## config.mk

```make
export PLATFORM = sky130hd
export DESIGN_NAME = idli_gpio_m
export DESIGN_NICKNAME = d
export VERILOG_FILES = /design/src/rtl/idli_pkg.sv /design/src/rtl/idli_sync_m.sv /design/src/rtl/idli_gpio_m.sv
export SDC_FILE = /design/constraint.sdc
export NUM_CORES = 1
export LEC_CHECK = 0
export BUFFER_PORTS_ARGS = -buffer_cell sky130_fd_sc_hd__buf_2
export CAP_MARGIN = 5
export CORE_UTILIZATION = 40
export CTS_CLUSTER_SIZE = 28
export DETAILED_ROUTE_END_ITERATION = 7
export GPL_TIMING_DRIVEN = 0
export PLACE_DENSITY = 0.68
export SETUP_SLACK_MARGIN = 0.05
export SYNTH_ARGS = -nofsm -noshare
export SYNTH_HDL_FRONTEND = slang
export SYNTH_SLANG_ARGS = --single-unit
```

## constraint.sdc

```tcl
create_clock -name i_clk -period 1.4 [get_ports i_clk]
set_input_delay 0.07 -clock i_clk [delete_from_list [all_inputs] [get_ports i_clk]]
set_output_delay 0.07 -clock i_clk [all_outputs]
set_load 0.01 [all_outputs]
```

## src/rtl/idli_pkg.sv

```systemverilog
// Shared core types: datapath slice/counter types, IO pin limits and GPIO op encoding.
package idli_pkg;

   typedef logic [1:0] ctr_t;
   typedef logic [3:0] slice_t;

   localparam int unsigned NUM_IO_PINS   = 4;
   localparam int unsigned GPIO_MAX_PINS = 16;

   typedef enum logic [2:0] {
      GPIO_OP_NONE    = 3'd0,
      GPIO_OP_RD_IN   = 3'd1,
      GPIO_OP_RD_OUT  = 3'd2,
      GPIO_OP_RD_EDGE = 3'd3,
      GPIO_OP_WR      = 3'd4,
      GPIO_OP_SET     = 3'd5,
      GPIO_OP_CLR     = 3'd6,
      GPIO_OP_TGL     = 3'd7
   } gpio_op_t;

   function automatic logic gpio_op_is_rd(gpio_op_t op);
      return op inside {GPIO_OP_RD_IN, GPIO_OP_RD_OUT, GPIO_OP_RD_EDGE};
   endfunction

endpackage

```

## src/rtl/idli_sync_m.sv

```systemverilog
// Multi-stage per-bit input synchroniser with asynchronous active-low reset.
module idli_sync_m #(
   parameter int unsigned WIDTH  = 1,
   parameter int unsigned STAGES = 2
) (
   input  logic             i_clk,
   input  logic             i_rst_n,
   input  logic [WIDTH-1:0] i_d,
   output logic [WIDTH-1:0] o_q
);

   logic [WIDTH-1:0] stage_q [STAGES];

   always_ff @(posedge i_clk or negedge i_rst_n) begin
      if (!i_rst_n) begin
         for (int unsigned i = 0; i < STAGES; i++) begin
            stage_q[i] <= '0;
         end
      end else begin
         stage_q[0] <= i_d;
         for (int unsigned i = 1; i < STAGES; i++) begin
            stage_q[i] <= stage_q[i-1];
         end
      end
   end

   assign o_q = stage_q[STAGES-1];

endmodule

```

## src/rtl/idli_gpio_m.sv

```systemverilog
// GPIO unit on the 4b slice datapath: synchronised inputs, registered outputs, bitwise ops.
// Optional sticky rising-edge capture is enabled by defining IDLI_GPIO_EDGE_EN.
module idli_gpio_m
   import idli_pkg::*;
#(
   parameter int unsigned NUM_PINS    = NUM_IO_PINS,
   parameter int unsigned SYNC_STAGES = 2
) (
   input  logic                i_clk,
   input  logic                i_rst_n,
   input  ctr_t                i_gpio_ctr,
   input  logic                i_gpio_vld,
   input  gpio_op_t            i_gpio_op,
   input  slice_t              i_gpio_data,
   output slice_t              o_gpio_data,
   input  logic [NUM_PINS-1:0] i_gpio_pins,
   output logic [NUM_PINS-1:0] o_gpio_pins,
   output logic                o_gpio_edge
);

   typedef logic [NUM_PINS-1:0] pins_t;

   pins_t       pins_sync;
   pins_t       out_q;
   pins_t       snap_q;
   pins_t       flags;
   pins_t       src;
   pins_t       d_pins;
   logic [11:0] opnd_q;
   logic [15:0] d_word;
   logic [15:0] rd_word;
   gpio_op_t    op_q;
   gpio_op_t    cur_op;

   idli_sync_m #(
      .WIDTH  (NUM_PINS),
      .STAGES (SYNC_STAGES)
   ) u_sync (
      .i_clk   (i_clk),
      .i_rst_n (i_rst_n),
      .i_d     (i_gpio_pins),
      .o_q     (pins_sync)
   );

   // At ctr 0 the op is taken live from the request so slice 0 needs no extra cycle.
   always_comb begin
      cur_op = op_q;
      if (i_gpio_ctr == 2'd0) begin
         cur_op = i_gpio_vld ? i_gpio_op : GPIO_OP_NONE;
      end
   end

   always_comb begin
      src = '0;
      case (cur_op)
         GPIO_OP_RD_IN:   src = pins_sync;
         GPIO_OP_RD_OUT:  src = out_q;
         GPIO_OP_RD_EDGE: src = flags;
         default:         src = '0;
      endcase
   end

   always_comb begin
      rd_word     = (i_gpio_ctr == 2'd0) ? 16'(src) : 16'(snap_q);
      o_gpio_data = '0;
      if (gpio_op_is_rd(cur_op)) begin
         o_gpio_data = rd_word[{i_gpio_ctr, 2'b00} +: 4];
      end
   end

   assign d_word = {i_gpio_data, opnd_q};
   assign d_pins = pins_t'(d_word);

   always_ff @(posedge i_clk or negedge i_rst_n) begin
      if (!i_rst_n) begin
         op_q   <= GPIO_OP_NONE;
         opnd_q <= '0;
         snap_q <= '0;
         out_q  <= '0;
      end else begin
         case (i_gpio_ctr)
            2'd0: begin
               op_q   <= cur_op;
               snap_q <= src;
               opnd_q <= {i_gpio_data, opnd_q[11:4]};
            end
            2'd1, 2'd2: begin
               opnd_q <= {i_gpio_data, opnd_q[11:4]};
            end
            default: begin
               op_q <= GPIO_OP_NONE;
               case (op_q)
                  GPIO_OP_WR:  out_q <= d_pins;
                  GPIO_OP_SET: out_q <= out_q | d_pins;
                  GPIO_OP_CLR: out_q <= out_q & ~d_pins;
                  GPIO_OP_TGL: out_q <= out_q ^ d_pins;
                  default:     out_q <= out_q;
               endcase
            end
         endcase
      end
   end

   assign o_gpio_pins = out_q;

`ifdef IDLI_GPIO_EDGE_EN
   pins_t sync_prev_q;
   pins_t flag_q;
   pins_t edge_new;
   pins_t flag_clr;

   // Only flags captured in the read snapshot are cleared; a fresh edge always wins.
   assign edge_new = pins_sync & ~sync_prev_q;
   assign flag_clr = ((i_gpio_ctr == 2'd3) && (op_q == GPIO_OP_RD_EDGE)) ? snap_q : '0;

   always_ff @(posedge i_clk or negedge i_rst_n) begin
      if (!i_rst_n) begin
         sync_prev_q <= '0;
         flag_q      <= '0;
      end else begin
         sync_prev_q <= pins_sync;
         flag_q      <= (flag_q & ~flag_clr) | edge_new;
      end
   end

   assign flags       = flag_q;
   assign o_gpio_edge = |flag_q;
`else
   assign flags       = '0;
   assign o_gpio_edge = 1'b0;
`endif

endmodule

```

==> impl_metrics.ini, run 1 <==
[outcome]
status = finished, violations left
violations = negative setup slack

[critical_path]
r2r-start = o_gpio_pins[0]$_DFFE_PN0P_
crit_chain = buf_6 -> nand2b_1 -> o21ai_2 -> a22o_1 -> a22o_1 -> buf_2
startpoint = op_q[0]$_DFFE_PN0N_
cp_max_fo = 4
crit_arrival_ns = 1.51
critical_path_class = reg -> out
r2r_slack_ns = -0.17
cp_slowest_cell = dfrtp_1
cpPeakStageDelay_ns = 0.37
critPathCaptureType = output pin
worstPathRequired_ns = 1.33
startpoint_type = flip-flop
crit_top_cell = a22o_1

[placed_design]
port_buffers = 23
place_inst = 192
dp_slack_ns = -0.220
place_congestion = 0.743
dpl.hpwl_mm = 1.84
placed_cell_area_um2 = 1700

[finish]
design_area_um2 = 2000
fillers = 311
syn_to_final_growth_pct = 32.2
layout.cells.non_filler = 217
finish.utilization_pct = 57.7
nets = 196
antenna_cells = 0
drive_above_1_share_pct = 45.0

[clock_network]
cts_sinks = 31
clkTransAtPathRegs_ns = 0.06
clk_path_buf_depth = 2
htree_levels = 2
cts_buffers = 5
cts_tree = yes
root_buffer = clkbuf_8
clock_latency_ns = 0.28

[sta]
final_hold_viol_count = 0
setup_slack_ns = -0.183
final.min_clock_period_ns = 1.58
skew_ns = 0.00459
slew_viol_final = 0
fmax_mhz = 632
slew_headroom_pct = 55.7
setup_viol = 7
tightest_slew_ns = 0.665
grt_setup_unrepaired = true
min_period_over_period_pct = 113

[power]
internal_power_mw = 1.89
p_clk_share_pct = 35.3
pwr_density_cell_nw_per_um2 = 1270
combPwrFrac_pct = 22.7
p_switching_mw = 0.643
p_leak_nw = 0.971
vdd_drop_max_mv = 0.717
seq_power_share_pct = 42.0
swShare_pct = 25.3

[logic_synthesis]
synth_edf_count = 0
ys_seq_area_share_pct = 51.2
yosysTopAreaCellShare_pct = 51.2
ys.flop_type = dfrtp_1
avgSynthCellArea_um2 = 12.3
ys_ff_latch = 31
synth.distinct_cells = 23
async_reset_ff_share_pct = 100
synth_area_um2 = 1510
synth_area_leaders = dfrtp_1 (51%), mux2_2 (11%), ha_1 (8.3%)
yosysWarnings = 0
synth_cells = 123
synth_nets = 149
synth_top_area_cell = dfrtp_1

[grt]
antenna_found_initial = 0
grt_pass1_vias = 1104
grt_overflow = 0
grt_usage_pct = 16.8
grt_max_degree = 32
grt_first_pass_wirelength_mm = 4.99

[route]
drt_iter0_markers = 26
route.detailed.drc = 0
vias = 1075
final_antenna_net_count = 0
via_per_inst = 4.95
drtPass1Iterations = 4
avgRoutedWirePerCell_um = 13.5
routed_wl_mm = 2.92

[floorplanning]
die_area_um2 = 4030
die_h_um = 63.5
pin_count = 25
die_width_um = 63.5
core_um2 = 3470
row_count = 21
initial_core_util_pct = 43.7

[worst_hold_path]
hp-start = i_gpio_data[2]
hold_path_class = in -> reg

[flow_run]
drv_cap = 0
[Yosys cell counts (3+ instances only)]
library cell	number
a22o_1	8
buf_2	3
mux2_2	15
dfrtp_1	31
a31o_2	4
nand2_1	8
nor2b_1	4
nand3_1	3
o21ai_0	6
mux4_2	3
ha_1	10
inv_1	13
[final cells by class]
cell class | count | area (um2) | share of cell area, %
Sequential cell | 31 | 776 | 38.8
Multi-Input combinational cell | 73 | 699 | 34.9
Timing Repair Buffer | 40 | 259 | 12.9
Clock buffer | 6 | 82.6 | 4.13
Tap cell | 46 | 57.6 | 2.88
Inverter | 13 | 48.8 | 2.44
Buffer | 6 | 43.8 | 2.19
Clock inverter | 2 | 35.0 | 1.75
[per-layer routing]
layer	vias up	wire length (um)	GRT usage (%)
met5	-	0	0
met4	0	47	6.82
met2	30	1440	28.5
li1	521	-	-
met3	6	142	5.43
met1	518	1300	19.3
[path summary, 6_finish.rpt]
check	endpoint	cells after the start
setup / recovery	o_gpio_data[1]	6
hold / removal	opnd_q[10]$_DFFE_PN0N_	2
setup reg to reg	o_gpio_pins[0]$_DFFE_PN0P_	4
hold reg to reg	u_sync.o_q[1]$_DFF_PN0_	0
max in group asynchronous	opnd_q[2]$_DFFE_PN0N_	2
min in group asynchronous	snap_q[1]$_DFFE_PN0N_	2
[what timing repair did]
action,in CTS,in global routing
endpoints found under the setup margin,7,7
gates resized for setup,7,3
hold buffers,5,0
endpoints found under the hold margin,35,0
buffers inserted,11,1
pin swaps,6,5
[flip-flops by register name, summed over array words and instances (netlist names)]
signal	cells
o_gpio_pins	4
opnd_q	12
u_sync.stage_q	4
snap_q	4
u_sync.o_q	4
op_q	3
[cell families (layout without fill, tap and decap cells)]
kind of cell	Yosys count	count (layout)	synth area share, %
adder cells (fa/ha/maj)	10	10	8.26
AO/OA/AOI/OAI	23	23	11.1
other	1	1	0.248
multiplexers	18	18	15.6
AND/OR/NAND/NOR	21	21	7.85
flip-flops	31	31	51.2
buffers and inverters	19	67	5.70
[placed cells by master (no fill, tap or decap), types with 2 or more instances in the layout]
master,synthesis,routed
buf_6,1,3
a31o_2,4,4
mux2_4,0,3
mux2_2,15,12
buf_4,1,12
nand3_1,3,3
mux4_2,3,3
buf_2,3,25
nand4b_1,2,2
a22o_1,8,8
dlygate4sd3_1,0,5
o211ai_1,2,2
inv_1,13,12
ha_1,10,10
o21ai_0,6,6
nor4_2,1,2
nor2b_1,4,4
clkbuf_8,0,6
dfrtp_1,31,31
nand2_1,8,8
[worst max-delay path: cells and delay by family (launching register included)]
kind	cells	cell delay, ns
compound gates	3	0.53
buf+inv	2	0.25
flops	1	0.37
simple gates	1	0.08
[power groups by stage]
stage               logic [mW]  registers, mW  clock network (mW)
CTS                      0.566           1.06               0.919
global placement         0.381           1.10                   0
global route             0.641           1.08               0.969
detailed placement       0.405           1.11                   0
floorplan                0.258           1.09                   0
finish                   0.575           1.07               0.895
[stage by stage]
step | hold slack (ns) | power (mW) | setup TNS, ns
5_1_grt | 0.00701 | 2.69 | -1.62
3_5_place_dp | 0.145 | 1.51 | -1.06
2_1_floorplan | -0.226 | 1.35 | -0.513
3_3_place_gp | 0.134 | 1.48 | -0.792
6_report | 0.0200 | 2.54 | -1.14
4_1_cts | 0.0151 | 2.55 | -1.20
No activity file was read; power rests on OpenSTA's default activity.
==> inputs of run 2 (changes only) <==
--- a/config.mk
+++ b/config.mk
@@ -7,6 +7,7 @@
 export LEC_CHECK = 0
 export BUFFER_PORTS_ARGS = -buffer_cell sky130_fd_sc_hd__buf_2
 export CAP_MARGIN = 5
+export CORE_MARGIN = 2
 export CORE_UTILIZATION = 40
 export CTS_CLUSTER_SIZE = 28
 export DETAILED_ROUTE_END_ITERATION = 7
==> run 2 against run 1 <==
  * The flow still finishes with violations (negative setup slack)
  * Register-to-register slack worse by 0.03 ns
  * Worst hold slack improved by 0.00096 ns
  * Cell area up 3.2%
  * Setup slack worse by 0.021 ns
  * Maximum frequency fell by 1.3%
  * Utilization fell by 1.3 points
  * Critical endpoint is now o_gpio_pins[2]$_DFFE_PN0P_
  * Largest cell class unchanged
  * Highest routed layer unchanged
==> impl_metrics.ini, run 2 (same netlist as run 1, synthesis figures left out) <==
[outcome]
status = finished, violations left
violations = negative setup slack

[power]
seq_power_share_pct = 45.3
pwr_density_cell_nw_per_um2 = 1150
p_clk_share_pct = 28.5
p_leak_nw = 0.988
p_switching_mw = 0.645
internal_power_mw = 1.73
swShare_pct = 27.1
combPwrFrac_pct = 26.2
vdd_drop_max_mv = 0.767

[sta]
setup_viol = 7
skew_ns = 0.00565
min_period_over_period_pct = 115
slew_headroom_pct = 54.1
final.min_clock_period_ns = 1.60
grt_setup_unrepaired = true
tightest_slew_ns = 0.689
setup_slack_ns = -0.204
hold_ws_ns = 0.0210
fmax_mhz = 624
final_hold_viol_count = 0
slew_viol_final = 0

[floorplanning]
die_h_um = 65.5
row_count = 22
initial_core_util_pct = 41.4
core_um2 = 3660
die_area_um2 = 4290
pin_count = 25
die_width_um = 65.5

[route]
via_per_inst = 4.91
vias = 1089
drt_iter0_markers = 45
route.detailed.drc = 0
final_antenna_net_count = 0
drtPass1Iterations = 4
routed_wl_mm = 3.11
avgRoutedWirePerCell_um = 14.0

[finish]
final_cell_mix = dfrtp_1 (29), buf_2 (24), buf_4 (18), mux2_2 (12), inv_1 (9)
largest_reg_flops = 12
multi_input_area_um2 = 761
seq_area_um2 = 778
drive_above_1_share_pct = 50.0
regMostFlops = opnd_q
fillers = 326
mostFrequentLayoutCell = dfrtp_1
syn_to_final_growth_pct = 36.5
nets = 200
antenna_cells = 0

[clock_network]
cts_sinks = 31
root_buffer = clkbuf_8
clkTransAtPathRegs_ns = 0.06
clock_latency_ns = 0.28
clk_path_buf_depth = 2
htree_levels = 2
cts_tree = yes
cts_buffers = 5

[critical_path]
crit_arrival_ns = 1.76
worstPathRequired_ns = 1.56
cp_max_fo = 3
critPathCaptureType = flip-flop
critical_path_class = reg -> reg
startpoint_type = flip-flop

[grt]
grt_pass1_vias = 1091
grt_first_pass_wirelength_mm = 5.01
antenna_found_initial = 0
grt_max_degree = 32
grt_usage_pct = 16.0
grt_overflow = 0

[placed_design]
port_buffers = 23
place_congestion = 0.743
dp_slack_ns = -0.244
dpl.hpwl_mm = 2.01

[flow_run]
drv_cap = 0

[worst_hold_path]
hold_path_class = in -> reg
run 2: cell types whose count changed in the layout (fill, tap and decap cells not counted), sizes merged:
cell | previous run | this run
buf | 40 | 44
bufinv | 1 | 0
run 2: area by class of cell:
type / count / share of cell area (%)
Clock inverter: 1 / 0.242
Buffer: 6 / 2.24
Clock buffer: 6 / 4.00
Multi-Input combinational cell: 73 / 36.8
Inverter: 13 / 2.36
Tap cell: 48 / 2.91
Sequential cell: 31 / 37.7
Timing Repair Buffer: 44 / 13.8
run 2: stage by stage:
stage / area (um2) / setup TNS [ns] / power, mW / utilization (%) / instances
global placement: 1700 / -0.715 / 1.48 / 46.4 / 194
CTS: 1990 / -1.15 / 2.36 / 54.4 / 218
global route: 2070 / -1.51 / 2.55 / 56.5 / 222
floorplan: 1530 / -0.513 / 1.35 / - / 123
detailed placement: 1700 / -1.10 / 1.52 / 46.4 / 194
finish: 2070 / -1.10 / 2.38 / 56.5 / 222
run 2: metal layers:
metal | global-route usage, % | wire (um) | vias up
met5 | 0 | 0 | -
met4 | 7.03 | 60 | 0
met3 | 5.14 | 108 | 7
met2 | 27.2 | 1600 | 23
met1 | 18.6 | 1340 | 528
li1 | - | - | 531
run 2: what timing repair did:
action                                  in CTS  in global routing
buffers inserted                            12                  5
endpoints found under the setup margin       7                 11
gates resized for setup                     15                  7
hold buffers                                 5                  0
endpoints found under the hold margin       35                  0
pin swaps                                    8                 12
run 2: power groups by stage:
stage,clock network [mW],registers [mW],logic (mW)
4_1_cts,0.701,1.08,0.583
3_3_place_gp,0,1.10,0.380
2_1_floorplan,0,1.09,0.258
5_1_grt,0.754,1.09,0.704
3_5_place_dp,0,1.11,0.411
6_report,0.677,1.08,0.624
run 2: worst max-delay path, stage by stage (launching register included):
cell     delay (ns)
dfrtp_1        0.41
buf_4          0.15
ha_1           0.18
mux4_2         0.46
mux2_4         0.28
run 2: final timing paths:
path	from	end	slack, ns	cells past startpoint
min reg2reg	u_sync.stage_q[4]$_DFF_PN0_	u_sync.o_q[0]$_DFF_PN0_	0.35	0
min	i_gpio_data[3]	opnd_q[11]$_DFFE_PN0N_	0.02	2
max reg2reg	o_gpio_pins[2]$_DFFE_PN0P_	o_gpio_pins[2]$_DFFE_PN0P_	-0.20	4
min in group asynchronous	i_rst_n	snap_q[1]$_DFFE_PN0N_	0.37	2
max in group asynchronous	i_rst_n	o_gpio_pins[1]$_DFFE_PN0P_	0.53	2
max	o_gpio_pins[2]$_DFFE_PN0P_	o_gpio_pins[2]$_DFFE_PN0P_	-0.20	4
